$ cat src/rtl/round_ctrl.sv
// round_ctrl: per-round controller for the tug-of-war scorer.
// Synchronises both pushbuttons, waits a pseudo-random delay before lighting
// the LEDs, reports the first push (including jump-the-light pushes) as a
// one-cycle result, re-arms once both buttons are released and freezes once
// the game is over.
module round_ctrl #(
    parameter int CNT_W         = 16,
    parameter int MIN_DELAY     = 1000,
    parameter int RAND_BITS     = 12,
    parameter int LIGHT_TIMEOUT = 40000,
    parameter logic [15:0] LFSR_SEED = 16'hACE1
) (
    input  logic clk,
    input  logic rst,
    input  logic pbl,
    input  logic pbr,
    input  logic game_over,
    output logic leds_on,
    output logic winrnd,
    output logic right,
    output logic tie
);

    // Round states.
    localparam logic [2:0] ST_RELEASE = 3'd0;
    localparam logic [2:0] ST_DELAY   = 3'd1;
    localparam logic [2:0] ST_LIGHT   = 3'd2;
    localparam logic [2:0] ST_RESULT  = 3'd3;
    localparam logic [2:0] ST_OVER    = 3'd4;

    // Counter constants. MIN_DELAY + (2^RAND_BITS - 1) must fit in CNT_W bits;
    // the default set tops out at 5095, well inside 16 bits.
    localparam logic [CNT_W-1:0] MIN_DELAY_C = CNT_W'(MIN_DELAY);
    localparam logic [CNT_W-1:0] LIGHT_C     = CNT_W'(LIGHT_TIMEOUT);
    localparam logic [CNT_W-1:0] CNT_ONE     = CNT_W'(1);

    // Mask selecting the low RAND_BITS of the LFSR. Built as a mask rather than
    // a part-select so RAND_BITS = 0 (fixed delay) stays legal.
    localparam logic [15:0] RAND_MASK = 16'((32'd1 << RAND_BITS) - 32'd1);

    // Synchroniser and edge-detect flops.
    logic pbl_meta, sl, sl_d;
    logic pbr_meta, sr, sr_d;
    logic push_l, push_r, push_any;

    // Pseudo-random source.
    logic [15:0] lfsr;
    logic        lfsr_fb;
    logic [CNT_W-1:0] rand_add;

    // FSM state, down-counter and their next values.
    logic [2:0]       state, state_nx;
    logic [CNT_W-1:0] cnt, cnt_nx;
    logic             leds_nx, winrnd_nx, right_nx, tie_nx;

    // Two-flop synchronisers plus one delay flop per button for edge detection.
    always_ff @(posedge clk or posedge rst) begin
        if (rst) begin
            pbl_meta <= 1'b0;
            sl       <= 1'b0;
            sl_d     <= 1'b0;
            pbr_meta <= 1'b0;
            sr       <= 1'b0;
            sr_d     <= 1'b0;
        end else begin
            pbl_meta <= pbl;
            sl       <= pbl_meta;
            sl_d     <= sl;
            pbr_meta <= pbr;
            sr       <= pbr_meta;
            sr_d     <= sr;
        end
    end

    // Rising edges of the synchronised buttons; a held button gives one pulse.
    assign push_l   = sl & ~sl_d;
    assign push_r   = sr & ~sr_d;
    assign push_any = push_l | push_r;

    // 16-bit Fibonacci LFSR, taps 16,14,13,11; free-running every cycle.
    assign lfsr_fb = lfsr[15] ^ lfsr[13] ^ lfsr[12] ^ lfsr[10];

    always_ff @(posedge clk or posedge rst) begin
        if (rst) begin
            lfsr <= LFSR_SEED;
        end else begin
            lfsr <= {lfsr[14:0], lfsr_fb};
        end
    end

    assign rand_add = CNT_W'(lfsr & RAND_MASK);

    // Next-state, counter and output decode for the round FSM.
    always_comb begin
        state_nx  = state;
        cnt_nx    = cnt;
        leds_nx   = leds_on;
        winrnd_nx = 1'b0;
        right_nx  = 1'b0;
        tie_nx    = 1'b0;
        case (state)
            ST_RELEASE: begin
                // Lights off, pushes ignored until both buttons are up.
                leds_nx = 1'b0;
                if (game_over) begin
                    state_nx = ST_OVER;
                end else if (!sl && !sr) begin
                    cnt_nx   = MIN_DELAY_C + rand_add;
                    state_nx = ST_DELAY;
                end
            end
            ST_DELAY: begin
                // A push here is a jump-the-light; it beats counter expiry.
                leds_nx = 1'b0;
                if (push_any) begin
                    winrnd_nx = 1'b1;
                    right_nx  = push_r & ~push_l;
                    tie_nx    = push_l & push_r;
                    state_nx  = ST_RESULT;
                end else if (cnt == '0) begin
                    leds_nx  = 1'b1;
                    cnt_nx   = LIGHT_C;
                    state_nx = ST_LIGHT;
                end else begin
                    cnt_nx = cnt - CNT_ONE;
                end
            end
            ST_LIGHT: begin
                // Lights on; first push wins, otherwise the round is abandoned.
                leds_nx = 1'b1;
                if (push_any) begin
                    winrnd_nx = 1'b1;
                    right_nx  = push_r & ~push_l;
                    tie_nx    = push_l & push_r;
                    state_nx  = ST_RESULT;
                end else if (cnt == '0) begin
                    leds_nx  = 1'b0;
                    state_nx = ST_RELEASE;
                end else begin
                    cnt_nx = cnt - CNT_ONE;
                end
            end
            ST_RESULT: begin
                // Result pulse is on the outputs this cycle; clear and re-arm.
                leds_nx  = 1'b0;
                state_nx = ST_RELEASE;
            end
            ST_OVER: begin
                // Frozen until reset.
                leds_nx = 1'b0;
            end
            default: begin
                leds_nx  = 1'b0;
                state_nx = ST_RELEASE;
            end
        endcase
    end

    // Register FSM state, counter and all outputs.
    always_ff @(posedge clk or posedge rst) begin
        if (rst) begin
            state   <= ST_RELEASE;
            cnt     <= '0;
            leds_on <= 1'b0;
            winrnd  <= 1'b0;
            right   <= 1'b0;
            tie     <= 1'b0;
        end else begin
            state   <= state_nx;
            cnt     <= cnt_nx;
            leds_on <= leds_nx;
            winrnd  <= winrnd_nx;
            right   <= right_nx;
            tie     <= tie_nx;
        end
    end

endmodule

$ cat config.mk
export PLATFORM = sky130hd
export DESIGN_NAME = round_ctrl
export DESIGN_NICKNAME = d
export VERILOG_FILES = /design/src/rtl/round_ctrl.sv
export SDC_FILE = /design/constraint.sdc
export NUM_CORES = 1
export LEC_CHECK = 0
export ABC_AREA = 1
export CORE_UTILIZATION = 54
export CTS_CLUSTER_DIAMETER = 200
export DETAILED_ROUTE_END_ITERATION = 10
export GPL_ROUTABILITY_DRIVEN = 1
export PLACE_DENSITY = 0.75
export SYNTH_ARGS = -nofsm -noshare
export SYNTH_HDL_FRONTEND = slang
export SYNTH_SLANG_ARGS = --single-unit
$ cat constraint.sdc
create_clock -name clk -period 1.5 [get_ports clk]
set_input_delay 0.3 -clock clk [delete_from_list [all_inputs] [get_ports clk]]
set_output_delay 0.3 -clock clk [all_outputs]
set_load 0.02 [all_outputs]
==> metrics.txt <==
IO buf count 8; Pwr per Cell Area 1150 mW/mm2; DP Area 0.00269 mm2; Reg2Reg Depth 9; DR iter-0 viols 157; Core ar. 0.00412 mm2; fraction of layout cells with a size suffix above 1 27.1%; Ys Warns 0; vias in the first global route 1880; maximum VDD drop about 0.65 mV; mapped cell area about 0.0024 mm2; endpoint type of the worst setup path flip-flop; Max clock buf depth 2; CTS tree done; endpoints failing hold 0; Worst-Margin Slew 300 ps; fmax roughly 0.66 GHz; WP data arrival between 1500 and 2000 ps; Final min period 1520 ps; grt met1 use 31.6%; post-synthesis sequential area ratio 47.7%; Die X 68.4 um; global-route wire length before repair around 8.4 mm; grt total ovfl 0; H-tree depth 2; Die Ht around 68 um; failing checks setup timing; unrepaired setup endpoints after global routing true; fin area about 0.003 mm2; status finished, violations left; Post-Syn Instances 295; Starting Density between 50% and 60%; class of the worst hold path input port to async pin; path type of the worst setup path flip-flop to flip-flop; vias per cell about 5.3; initial antenna violation count 0; total CTS buffers 5; worst-path fanout max 8; Routed Antenna Nets 0; final WL 5.30 mm; Syn Nets 302; slew margin rel. 80.0%; hpwl dp 3.69 mm; first-pass iteration count of the detailed router 4; Clock Skews 10.7 ps; CTS Sinks 45; CTS hold repair buffers 0; clock root cell clkbuf_8; # DRC 0; endpoints failing setup 12; post-synth cell types 30; drt wl/cell between 10 and 15 um; Pins Over Slew Limit 0; Mean Syn Cell Area 8.07 um2; Ports 9; clk slew on worst S/H paths about 90 ps; setup TNS -131 ps; startpoint types flip-flop; met2 usage about two fifths; ratio of final minimum period to clock period 102%; GRT busiest layer met2; vias post-DR 2030; Leakage roughly 1.5 nW; clk_lat worst skew 310 ps; CP required 1700 ps; n_diodes 0; Rows 23; GPL Wtd Cong 0.855; Nets 342; GRT Util Overall ~25%; full die area 0.00468 mm2; synthesized flop and latch total 45; max cap viols 0; met3 Use GR 6.17%; final worst slack -24.7 ps; Setup WS pre-CTS -87.4 ps; largest net degree at the start of global routing 46; Synth-to-Final Area Change 23.0%
==> per-stage QoR <==
stage                     cells  total power, mW  utilization, %  hold WS (ps)
final                       386             3.36            71.2           331
after global routing        386             3.54            71.2           349
after CTS                   383             3.32            69.5           348
after detailed placement    372             2.39            65.2           339
after global placement      372             2.38            65.2           333
after floorplan             295             2.09               -           331
==> sequential cells by signal, indices dropped and copies added, names as in the netlist <==
name / count
cnt: 16
leds_on: 1
lfsr: 16
pbl_meta: 1
pbr_meta: 1
right: 1
sl: 1
sl_d: 1
sr: 1
sr_d: 1
state: 3
tie: 1
winrnd: 1
==> timing repair <==
action,CTS,global route
cloned,1,1
pin swaps,5,5
buffers inserted,2,2
setup endpoints to repair,20,19
resized for setup,19,19
==> critical path: stages (launching register included) <==
cell,delay (ps)
dfrtp_1,390
inv_2,90
ha_4,150
nand2_4,80
nor2_4,170
nand3_4,110
nand3_4,160
clkinv_8,110
nand2_2,100
nand2_1,50
==> cells by family (layout without fill, tap and decap cells) <==
group           after synthesis  in the layout  synth area share (%)
xor+xnor                      9              9                  3.31
fa+ha+maj                     2              2                  1.05
buf+inv                      36             76                  6.67
flops                        45             45                  47.7
simple gates                169            170                  34.0
compound gates               34             34                  7.25
==> path summary, 6_finish.rpt <==
kind / from / to / slack, ps
max in group asynchronous: rst / lfsr[6]$_DFF_PP1_ / 890
min in group clk: lfsr[14]$_DFF_PP0_ / lfsr[15]$_DFF_PP1_ / 350
worst min register to register: lfsr[14]$_DFF_PP0_ / lfsr[15]$_DFF_PP1_ / 350
worst min-delay path: rst / lfsr[8]$_DFF_PP0_ / 330
worst max register to register: cnt[0]$_DFFE_PP0P_ / cnt[12]$_DFFE_PP0P_ / -20
worst max-delay path: cnt[0]$_DFFE_PP0P_ / cnt[12]$_DFFE_PP0P_ / -20
==> power by group <==
part / switching (mW) / internal (mW) / total [mW]
clock: 0.439 / 0.383 / 0.822
combinational: 0.629 / 0.473 / 1.10
sequential: 0.131 / 1.31 / 1.44
==> layer usage <==
metal	share of wire (%)	vias to the layer above
met1	44	954
met3	4.3	13
met4	2.8	0
met2	49	44
li1	-	1019
met5	0	-
==> layout by cell type (no fill, tap or decap), types with 2 or more instances in the layout <==
cell and n:
a21oi_1 7, buf_12 2, buf_4 24, clkbuf_8 6, clkdlybuf4s50_1 4, dfrtp_1 37, dfstp_2 8, dlygate4sd2_1 4
inv_1 23, inv_2 7, inv_6 2, nand2_1 86, nand2_2 13, nand2_4 4, nand3_1 17, nand3_2 2
nand3_4 4, nand3b_1 2, nand4_1 4, nor2_1 23, nor2_2 7, nor2_4 4, o21ai_0 16, o21ai_1 7
o21ai_2 3, xnor2_1 5, xor2_1 4
==> Yosys cell counts (all sizes together) <==
master | instances | area share [%]
a21oi | 7 | 1.5
and2 | 1 | 0.26
buf | 4 | 1.5
dfrtp | 37 | 39
dfstp | 8 | 8.8
ha | 2 | 1.1
inv | 32 | 5.1
nand2 | 102 | 18
nand3 | 23 | 6.1
nand3b | 2 | 0.63
nand4 | 4 | 1.1
nor2 | 35 | 7.5
nor3 | 1 | 0.21
nor3b | 1 | 0.32
o21ai | 26 | 5.5
o21bai | 1 | 0.32
xnor2 | 5 | 1.8
xor2 | 4 | 1.5
==> area by class of cell <==
class	instances	area [um2]
fillers	318	1190
repair inverters	1	8.76
repair buffers	35	310
clock buffers	6	82.6
well taps	50	62.6
multi-input cells	215	1180
flip-flops and latches	45	1140
clock inverters	2	17.5
inverters	32	133
Power figures use the tool's default switching activity.
